===== config.mk =====
export PLATFORM = sky130hd
export DESIGN_NAME = tick_generator
export DESIGN_NICKNAME = d
export VERILOG_FILES = /design/src/rtl/tick_generator_pkg.sv /design/src/rtl/tick_generator_mod_counter.sv /design/src/rtl/tick_generator.sv
export SDC_FILE = /design/constraint.sdc
export NUM_CORES = 1
export LEC_CHECK = 0
export CAP_MARGIN = 10
export CORE_MARGIN = 10
export CORE_UTILIZATION = 63
export CTS_BUF_LIST = sky130_fd_sc_hd__clkbuf_4
export DETAILED_ROUTE_END_ITERATION = 10
export PLACE_DENSITY = 0.82
export SYNTH_ARGS = -nofsm -noshare
export SYNTH_HDL_FRONTEND = slang
export SYNTH_SLANG_ARGS = --single-unit

===== constraint.sdc =====
create_clock -name clk -period 4.2 [get_ports clk]
set_clock_uncertainty 0.2 [all_clocks]
set_input_delay 0.84 -clock clk [delete_from_list [all_inputs] [get_ports clk]]
set_output_delay 0.84 -clock clk [all_outputs]
set_load 0.1 [all_outputs]

===== src/rtl/tick_generator_pkg.sv =====
// ============================================================================
// tick_generator_pkg : default clock rates and shared types for the timebase
// Rev 1.0 - initial release
// ============================================================================
`default_nettype none

package tick_generator_pkg;

  localparam int c_DEF_CLK_HZ      = 100_000_000;
  localparam int c_DEF_TICK_HZ     = 1;
  localparam int c_DEF_FAST_FACTOR = 60;
  localparam int c_DEF_SCAN_HZ     = 1000;
  localparam int c_DEF_SCAN_DIGITS = 4;

  // Registered outputs of the main (seconds) divider.
  typedef struct packed {
    logic tick;
    logic half_tick;
    logic sq;
  } main_out_t;

  // Counter width for a modulus n; never narrower than one bit.
  function automatic int width_for(input int n);
    return (n <= 2) ? 1 : $clog2(n);
  endfunction

endpackage

`default_nettype wire


===== src/rtl/tick_generator_mod_counter.sv =====
// ============================================================================
// mod_counter : counts 0..last with enable and synchronous clear
// Rev 1.0 - initial release
// ============================================================================
`default_nettype none

module mod_counter #(
  parameter int W = 4
) (
  input  logic         clk,
  input  logic         rst,
  input  logic         en,
  input  logic         clr,
  input  logic [W-1:0] last,
  output logic [W-1:0] count,
  output logic         wrap
);

  logic [W-1:0] r_count;
  logic         w_at_last;

  assign w_at_last = (r_count == last);

  always_ff @(posedge clk or negedge rst) begin
    if (!rst) begin
      r_count <= '0;
    end else if (clr) begin
      r_count <= '0;
    end else if (en) begin
      if (w_at_last) r_count <= '0;
      else           r_count <= r_count + W'(1);
    end
  end

  assign count = r_count;
  assign wrap  = w_at_last && en;

endmodule

`default_nettype wire


===== src/rtl/tick_generator.sv =====
// ============================================================================
// tick_generator : 1 Hz tick / square wave / blink pulse plus display scan
// Rev 1.0 - initial release
// ============================================================================
`default_nettype none

module tick_generator
  import tick_generator_pkg::*;
#(
  parameter int CLK_HZ      = c_DEF_CLK_HZ,
  parameter int TICK_HZ     = c_DEF_TICK_HZ,
  parameter int FAST_FACTOR = c_DEF_FAST_FACTOR,
  parameter int SCAN_HZ     = c_DEF_SCAN_HZ,
  parameter int SCAN_DIGITS = c_DEF_SCAN_DIGITS,
  parameter int IDX_W       = width_for(SCAN_DIGITS)
) (
  input  logic             clk,
  input  logic             rst,
  input  logic             en,
  input  logic             clr,
  input  logic             fast,
  output logic             tick,
  output logic             half_tick,
  output logic             sq,
  output logic             scan_tick,
  output logic [IDX_W-1:0] scan_idx
);

  localparam int c_DIV      = CLK_HZ / TICK_HZ;
  localparam int c_FAST_DIV = c_DIV / FAST_FACTOR;
  localparam int c_SCAN_DIV = CLK_HZ / SCAN_HZ;
  localparam int c_MAIN_W   = width_for(c_DIV);
  localparam int c_SCAN_W   = width_for(c_SCAN_DIV);

  localparam logic [c_MAIN_W-1:0] c_SLOW_LAST = c_MAIN_W'(c_DIV - 1);
  localparam logic [c_MAIN_W-1:0] c_FAST_LAST = c_MAIN_W'(c_FAST_DIV - 1);
  localparam logic [c_MAIN_W-1:0] c_SLOW_HM1  = c_MAIN_W'(c_DIV / 2 - 1);
  localparam logic [c_MAIN_W-1:0] c_FAST_HM1  = c_MAIN_W'(c_FAST_DIV / 2 - 1);
  localparam logic [c_SCAN_W-1:0] c_SCAN_LAST = c_SCAN_W'(c_SCAN_DIV - 1);
  localparam logic [IDX_W-1:0]    c_IDX_LAST  = IDX_W'(SCAN_DIGITS - 1);

  if (c_DIV < 2 || c_FAST_DIV < 2 || c_SCAN_DIV < 2 || SCAN_DIGITS < 2) begin : g_bad_params
    $fatal(1, "tick_generator: DIV, FAST_DIV, SCAN_DIV and SCAN_DIGITS must all be >= 2");
  end

  // ---------------------------------------------------------------- main path
  logic [c_MAIN_W-1:0] w_cnt;
  logic [c_MAIN_W-1:0] w_last;
  logic [c_MAIN_W-1:0] w_half_m1;
  logic                w_main_wrap;
  logic                r_fast_q;
  main_out_t           r_main;

  // The period length only changes at a wrap or clear, so cnt never overshoots.
  assign w_last    = r_fast_q ? c_FAST_LAST : c_SLOW_LAST;
  assign w_half_m1 = r_fast_q ? c_FAST_HM1  : c_SLOW_HM1;

  mod_counter #(
    .W (c_MAIN_W)
  ) u_main_div (
    .clk   (clk),
    .rst   (rst),
    .en    (en),
    .clr   (clr),
    .last  (w_last),
    .count (w_cnt),
    .wrap  (w_main_wrap)
  );

  always_ff @(posedge clk or negedge rst) begin
    if (!rst) begin
      r_main   <= '0;
      r_fast_q <= 1'b0;
    end else if (clr) begin
      r_main   <= '0;
      r_fast_q <= fast;
    end else if (en) begin
      if (w_main_wrap) begin
        r_main.tick      <= 1'b1;
        r_main.half_tick <= 1'b1;
        r_main.sq        <= 1'b0;
        r_fast_q         <= fast;
      end else if (w_cnt == w_half_m1) begin
        r_main.tick      <= 1'b0;
        r_main.half_tick <= 1'b1;
        r_main.sq        <= 1'b1;
      end else begin
        r_main.tick      <= 1'b0;
        r_main.half_tick <= 1'b0;
      end
    end else begin
      r_main.tick      <= 1'b0;
      r_main.half_tick <= 1'b0;
    end
  end

  assign tick      = r_main.tick;
  assign half_tick = r_main.half_tick;
  assign sq        = r_main.sq;

  // ---------------------------------------------------------------- scan path
  logic [c_SCAN_W-1:0] w_scan_cnt;
  logic                w_scan_wrap;
  logic                r_scan_tick;
  logic [IDX_W-1:0]    r_scan_idx;

  mod_counter #(
    .W (c_SCAN_W)
  ) u_scan_div (
    .clk   (clk),
    .rst   (rst),
    .en    (1'b1),
    .clr   (1'b0),
    .last  (c_SCAN_LAST),
    .count (w_scan_cnt),
    .wrap  (w_scan_wrap)
  );

  always_ff @(posedge clk or negedge rst) begin
    if (!rst) begin
      r_scan_tick <= 1'b0;
      r_scan_idx  <= '0;
    end else begin
      r_scan_tick <= w_scan_wrap;
      if (w_scan_wrap) begin
        if (r_scan_idx == c_IDX_LAST) r_scan_idx <= '0;
        else                          r_scan_idx <= r_scan_idx + IDX_W'(1);
      end
    end
  end

  assign scan_tick = r_scan_tick;
  assign scan_idx  = r_scan_idx;

  logic w_unused;
  assign w_unused = ^w_scan_cnt;

endmodule

`default_nettype wire

; ---- Word level (Yosys, flattened, before mapping)
; Index checks and enable logic that the tools add are counted.
[classes]
n_mux = 16
reduce_logical = 6
n_eq_ne = 4
n_addsub = 3
[op_table]
columns = op, count
row1 = $mux W27, 4
row2 = $add A27 B1 Y27 const B, 1
row3 = $eq A27 B26 Y1, 1
row4 = $eq A27 B27 Y1, 1
row5 = $mux W26, 1
row6 = $add A17 B1 Y17 const B, 1
row7 = $eq A17 B17 Y1 const B, 1
row8 = $mux W17, 1
row9 = $mux W1, 6
row10 = $mux W3, 2
row11 = $mux W2, 2
row12 = $reduce_and A2 Y1, 2
row13 = $reduce_bool A2 Y1, 2
row14 = $reduce_bool A3 Y1, 1
row15 = $add A2 B1 Y2 const B, 1
row16 = $eq A2 B2 Y1 const B, 1
row17 = $logic_and A1 B1 Y1, 1
[word_totals]
reg_bits = 51
inputBits = 5
out_inout_bits = 6

; ---- Logic depth before layout (Yosys ltp)
[depth]
ltp_word = 6
mapped_depth = 8
ltp_nobuf = 7

; ---- Cells and area by module
; From an unflattened synthesis, not the netlist that was laid out.
[unflattened]
cells_unflattened = 334
hier_area_um2 = 3233.1
[by_module_without_submodules]
columns = mod, instances, area_per_inst_um2, seq_area_each_um2, cells_per_inst
row1 = mod_counter (u_main_div), 1, 1681.6, 675.6, 169
row2 = mod_counter (u_scan_div), 1, 1144.8, 425.4, 124
row3 = tick_generator, 1, 406.6, 175.2, 41

; ---- Least setup slack after synthesis
; OpenSTA, ideal clock, no wires.
[synth_timing]
path_kind = register -> register
start = register u_main_div.r_count[17], in the netlist u_main_div.count[17]
end = register u_main_div.r_count[6], in the netlist u_main_div.count[6]
stages_incl_launch_ff = 8
t_required_ns = 3.882
n_path_buf = 1
setup_slack_ns = 1.904
arrival_time_ns = 1.978
cell_sequence = dfrtp_1 > or3_1 > a211o_1 > nor4_4 > a31o_4 > buf_6 > o22ai_1 > a21o_1
[synth_between]
elab_chain_cells = 4
[synth_lines]
columns = item, line
row1 = "start, declared", tick_generator_mod_counter.sv:19  ; logic [W-1:0] r_count;
row2 = "start signal, assigned", tick_generator_mod_counter.sv:31  ; else r_count <= r_count + W'(1);
row3 = $eq A27 B27 Y1, tick_generator_mod_counter.sv:22  ; assign w_at_last = (r_count == last);
row4 = $mux W27, tick_generator_mod_counter.sv:30  ; if (w_at_last) r_count <= '0;
row5 = $mux W27, tick_generator_mod_counter.sv:29  ; end else if (en) begin
row6 = $mux W27, tick_generator_mod_counter.sv:27  ; end else if (clr) begin
; No other way between the ends. The select of a mux whose other input is x is not followed.
; A chain may end at the register's enable or synchronous reset.

; ---- Final worst setup path
[layout_timing]
start = input clr
end = register u_main_div.r_count[16], in the netlist u_main_div.count[16]
[layout_between]
elab_chain_cells = 1
[layout_lines]
columns = item, line
row1 = "start, declared", tick_generator.sv:20  ; input logic clr,
row2 = $mux W27 / $reduce_bool A2 Y1 (equally long branches), n/a
; Parallel ways exist; a longest one is shown, timed or not.

==> flow_summary.ini <==
[setup_path]
crit_buf_inv = 1
cpPeakStageDelay_ns = 0.75
critical_path_required_ns = 4.27
crit_family = simple AND/OR/NAND/NOR gates
setup.worst_path.start = clr
crit_arrival_ns = 3.05
crit_chain = clkdlybuf4s50_1 > nor2_1 > nor4_1 > nand2_1 > nor2_1 > a2bb2oi_1 > nor2_1
r2r_cells = 6
path_depth = 7
critPathCapture = u_main_div.count[16]
critical_path_class = input port to register
cp-start-kind = input port
end_kind = register
critPathSlowestCell = clkdlybuf4s50_1
worst-path-max-fanout = 12
crit_path_frequent_cell = nor2_1
r2r-start = u_main_div.count[12]
r2r_slack_ns = 1.60
r2r_end = u_main_div.count[15]

[sta]
slew_violations = 0
final_hold_viol_count = 0
worst_pin_slew_ns = 1.106
maxSlewHeadroom_pct = 26.27
fmax_mhz = 334.7
fin_crit_ns = 2.988
final_min_period_over_clock_period_pct = 71.14
fin_tns_setup_ns = 0
rsz0062_at_grt = false
setup_viol = 0

[route]
drtPass1Iterations = 4
via_count = 2224
drc = 0
viasPerCell = 6.372
drt-initial-drc-count = 168
post_drt_wl_per_cell_microns = 16.65
ant_nets = 0
totalWireLength_microns = 5810

[die]
start_util_pct = 64.42
io_pins = 11
die_w_microns = 86.27
die_area_sq_um = 7442
die_y_microns = 86.27
core_area_sq_um = 4294
rows = 24

[synthesis]
synth_area_per_cell_sq_um = 9.539
synth_cell_types = 51
ys_seq_elements = 51
synthFlopType = dfrtp_1
synth_edf_count = 0
ys_seq_area_share_pct = 46.13
netlist_area_sq_um = 2766
synthCells = 290
synthArstFlopShare_pct = 100.0
synth-warning-count = 0
synth_fp_nets = 298

[global_routing]
grt_start_max_net_pins = 52
grt_pass1_wl_microns = 10380
grt_pass1_vias = 2231
track_usage_pct = 16.84
antenna_found_initial = 0
grt.overflow.total = 0

[power_and_ir_drop]
vdd_drop_max_v = 0.0001929
p_total_w = 0.0007781
p_leak_nw = 1.242
cellPowerDensity_nw_per_um2 = 265.7

[min_path]
hold_path.class = register to register

[final_layout]
fin_nets = 304
layout_common_cells = dfrtp_1, nor2_1, nand2_1
syn_to_final_growth_pct = 5.835
layout_commonest_cell = dfrtp_1
num_antenna_cells = 0
final_cells = 349
drive_gt1_share_pct = 6.061

[place]
place_hpwl_microns = 4268
place_congestion = 0.8684
io_buffers = 10
dpl.cell_count = 341

[clocking]
post_cts_resized = 0
h-tree-depth = 2
cts_root_buffer = clkbuf_4
numCtsBuffers = 5
clock_latency_ns = 0.36
post-cts-setup-buffer-count = 0
cts_hold_buf = 0
cts_tree = built
clock-sinks = 51
clk_pin_slew_ns = 0.15
cts.path.max_buffers = 2

[job]
maxCapViolCount = 0

[run_status]
outcome = finished clean
-- report_power, final --
part           total (W)  switching (W)  internal, W  leakage, nW
clock network   0.000226       0.000158    0.0000674       0.0278
registers       0.000506      0.0000109     0.000495        0.694
logic          0.0000460      0.0000296    0.0000164        0.520
total           0.000778       0.000199     0.000579         1.24
-- how the worst min path moves through the flow --
stage | from | endpoint | slack, ns | cells after the start
2_1_floorplan | u_scan_div.count[4] | u_scan_div.count[4] | 0.24 | 1
3_3_place_gp | u_scan_div.count[4] | u_scan_div.count[4] | 0.25 | 1
3_5_place_dp | u_scan_div.count[4] | u_scan_div.count[4] | 0.26 | 1
4_1_cts | u_scan_div.count[4] | u_scan_div.count[4] | 0.29 | 1
5_1_grt | u_scan_div.count[4] | u_scan_div.count[4] | 0.33 | 1
6_report | u_scan_div.count[4] | u_scan_div.count[4] | 0.29 | 1
-- routing by layer --
layer	part of all wire, %	GRT usage (%)
met2	49	27.11
met4	2.6	7.364
met1	42	21.27
met3	5.5	3.659
met5	0	0
-- synthesized netlist by cell type (3+ instances only) --
| cell type | n | area (sq um) |
|---|---|---|
| nor4_1 | 4 | 25.02 |
| dfrtp_1 | 51 | 1276 |
| nand2b_1 | 3 | 18.77 |
| or3_1 | 3 | 18.77 |
| clkbuf_1 | 5 | 18.77 |
| and4b_1 | 3 | 30.03 |
| nand4_1 | 5 | 31.28 |
| a21o_1 | 4 | 30.03 |
| o21ai_0 | 3 | 15.01 |
| a21oi_1 | 9 | 45.04 |
| nand4b_1 | 3 | 26.28 |
| and3_1 | 9 | 56.30 |
| nand3_1 | 16 | 80.08 |
| nor4bb_1 | 4 | 40.04 |
| ha_1 | 3 | 37.54 |
| a22o_1 | 4 | 35.03 |
| xor2_1 | 13 | 113.9 |
| nor3_1 | 9 | 45.04 |
| nor2_1 | 40 | 150.1 |
| xnor2_1 | 14 | 122.6 |
| nand2_1 | 28 | 105.1 |
| a31oi_1 | 12 | 75.07 |
| inv_1 | 6 | 22.52 |
-- registers in the layout, indices dropped and copies added, names as in the netlist --
| signal | count |
|---|---|
| scan_idx | 2 |
| r_fast_q | 1 |
| tick | 1 |
| u_main_div.count | 27 |
| u_scan_div.count | 17 |
| half_tick | 1 |
| scan_tick | 1 |
| sq | 1 |
-- worst reg2reg max path: stages (launching register included) --
cell	delay [ns]
dfrtp_1	0.48
or3_1	0.37
a211o_1	0.31
nor4_4	0.40
a31o_4	0.37
a31oi_1	0.08
a211o_1	0.30
-- per-stage QoR --
step | utilization (%) | setup WS (ns) | instance area, sq um | hold WS (ns)
6_report | 68.18 | 1.212 | 2928 | 0.2874
5_1_grt | 68.18 | 0.9829 | 2928 | 0.3250
4_1_cts | 68.18 | 1.215 | 2928 | 0.2889
3_5_place_dp | 66.75 | 0.8698 | 2867 | 0.2625
3_3_place_gp | 66.75 | 0.9287 | 2867 | 0.2549
2_1_floorplan | - | 1.904 | 2766 | 0.2375
-- cells by family after synthesis --
kind of cell             synth area share (%)
AO/OA/AOI/OAI                           11.80
XOR/XNOR                                8.548
adder cells (fa/ha/maj)                 1.357
buffers and inverters                   2.985
flip-flops                              46.13
multiplexers                            1.176
AND/OR/NAND/NOR                         28.00
-- area by class of cell --
| cell class | count | area (sq um) |
|---|---|---|
| repair buffers | 10 | 95.09 |
| fillers | 352 | 1366 |
| inverters | 6 | 22.52 |
| multi-input cells | 222 | 1408 |
| flip-flops and latches | 51 | 1276 |
| clock inverters | 3 | 23.77 |
| well taps | 52 | 65.06 |
| clock buffers | 5 | 37.54 |
(Power assumes the default switching activity.)
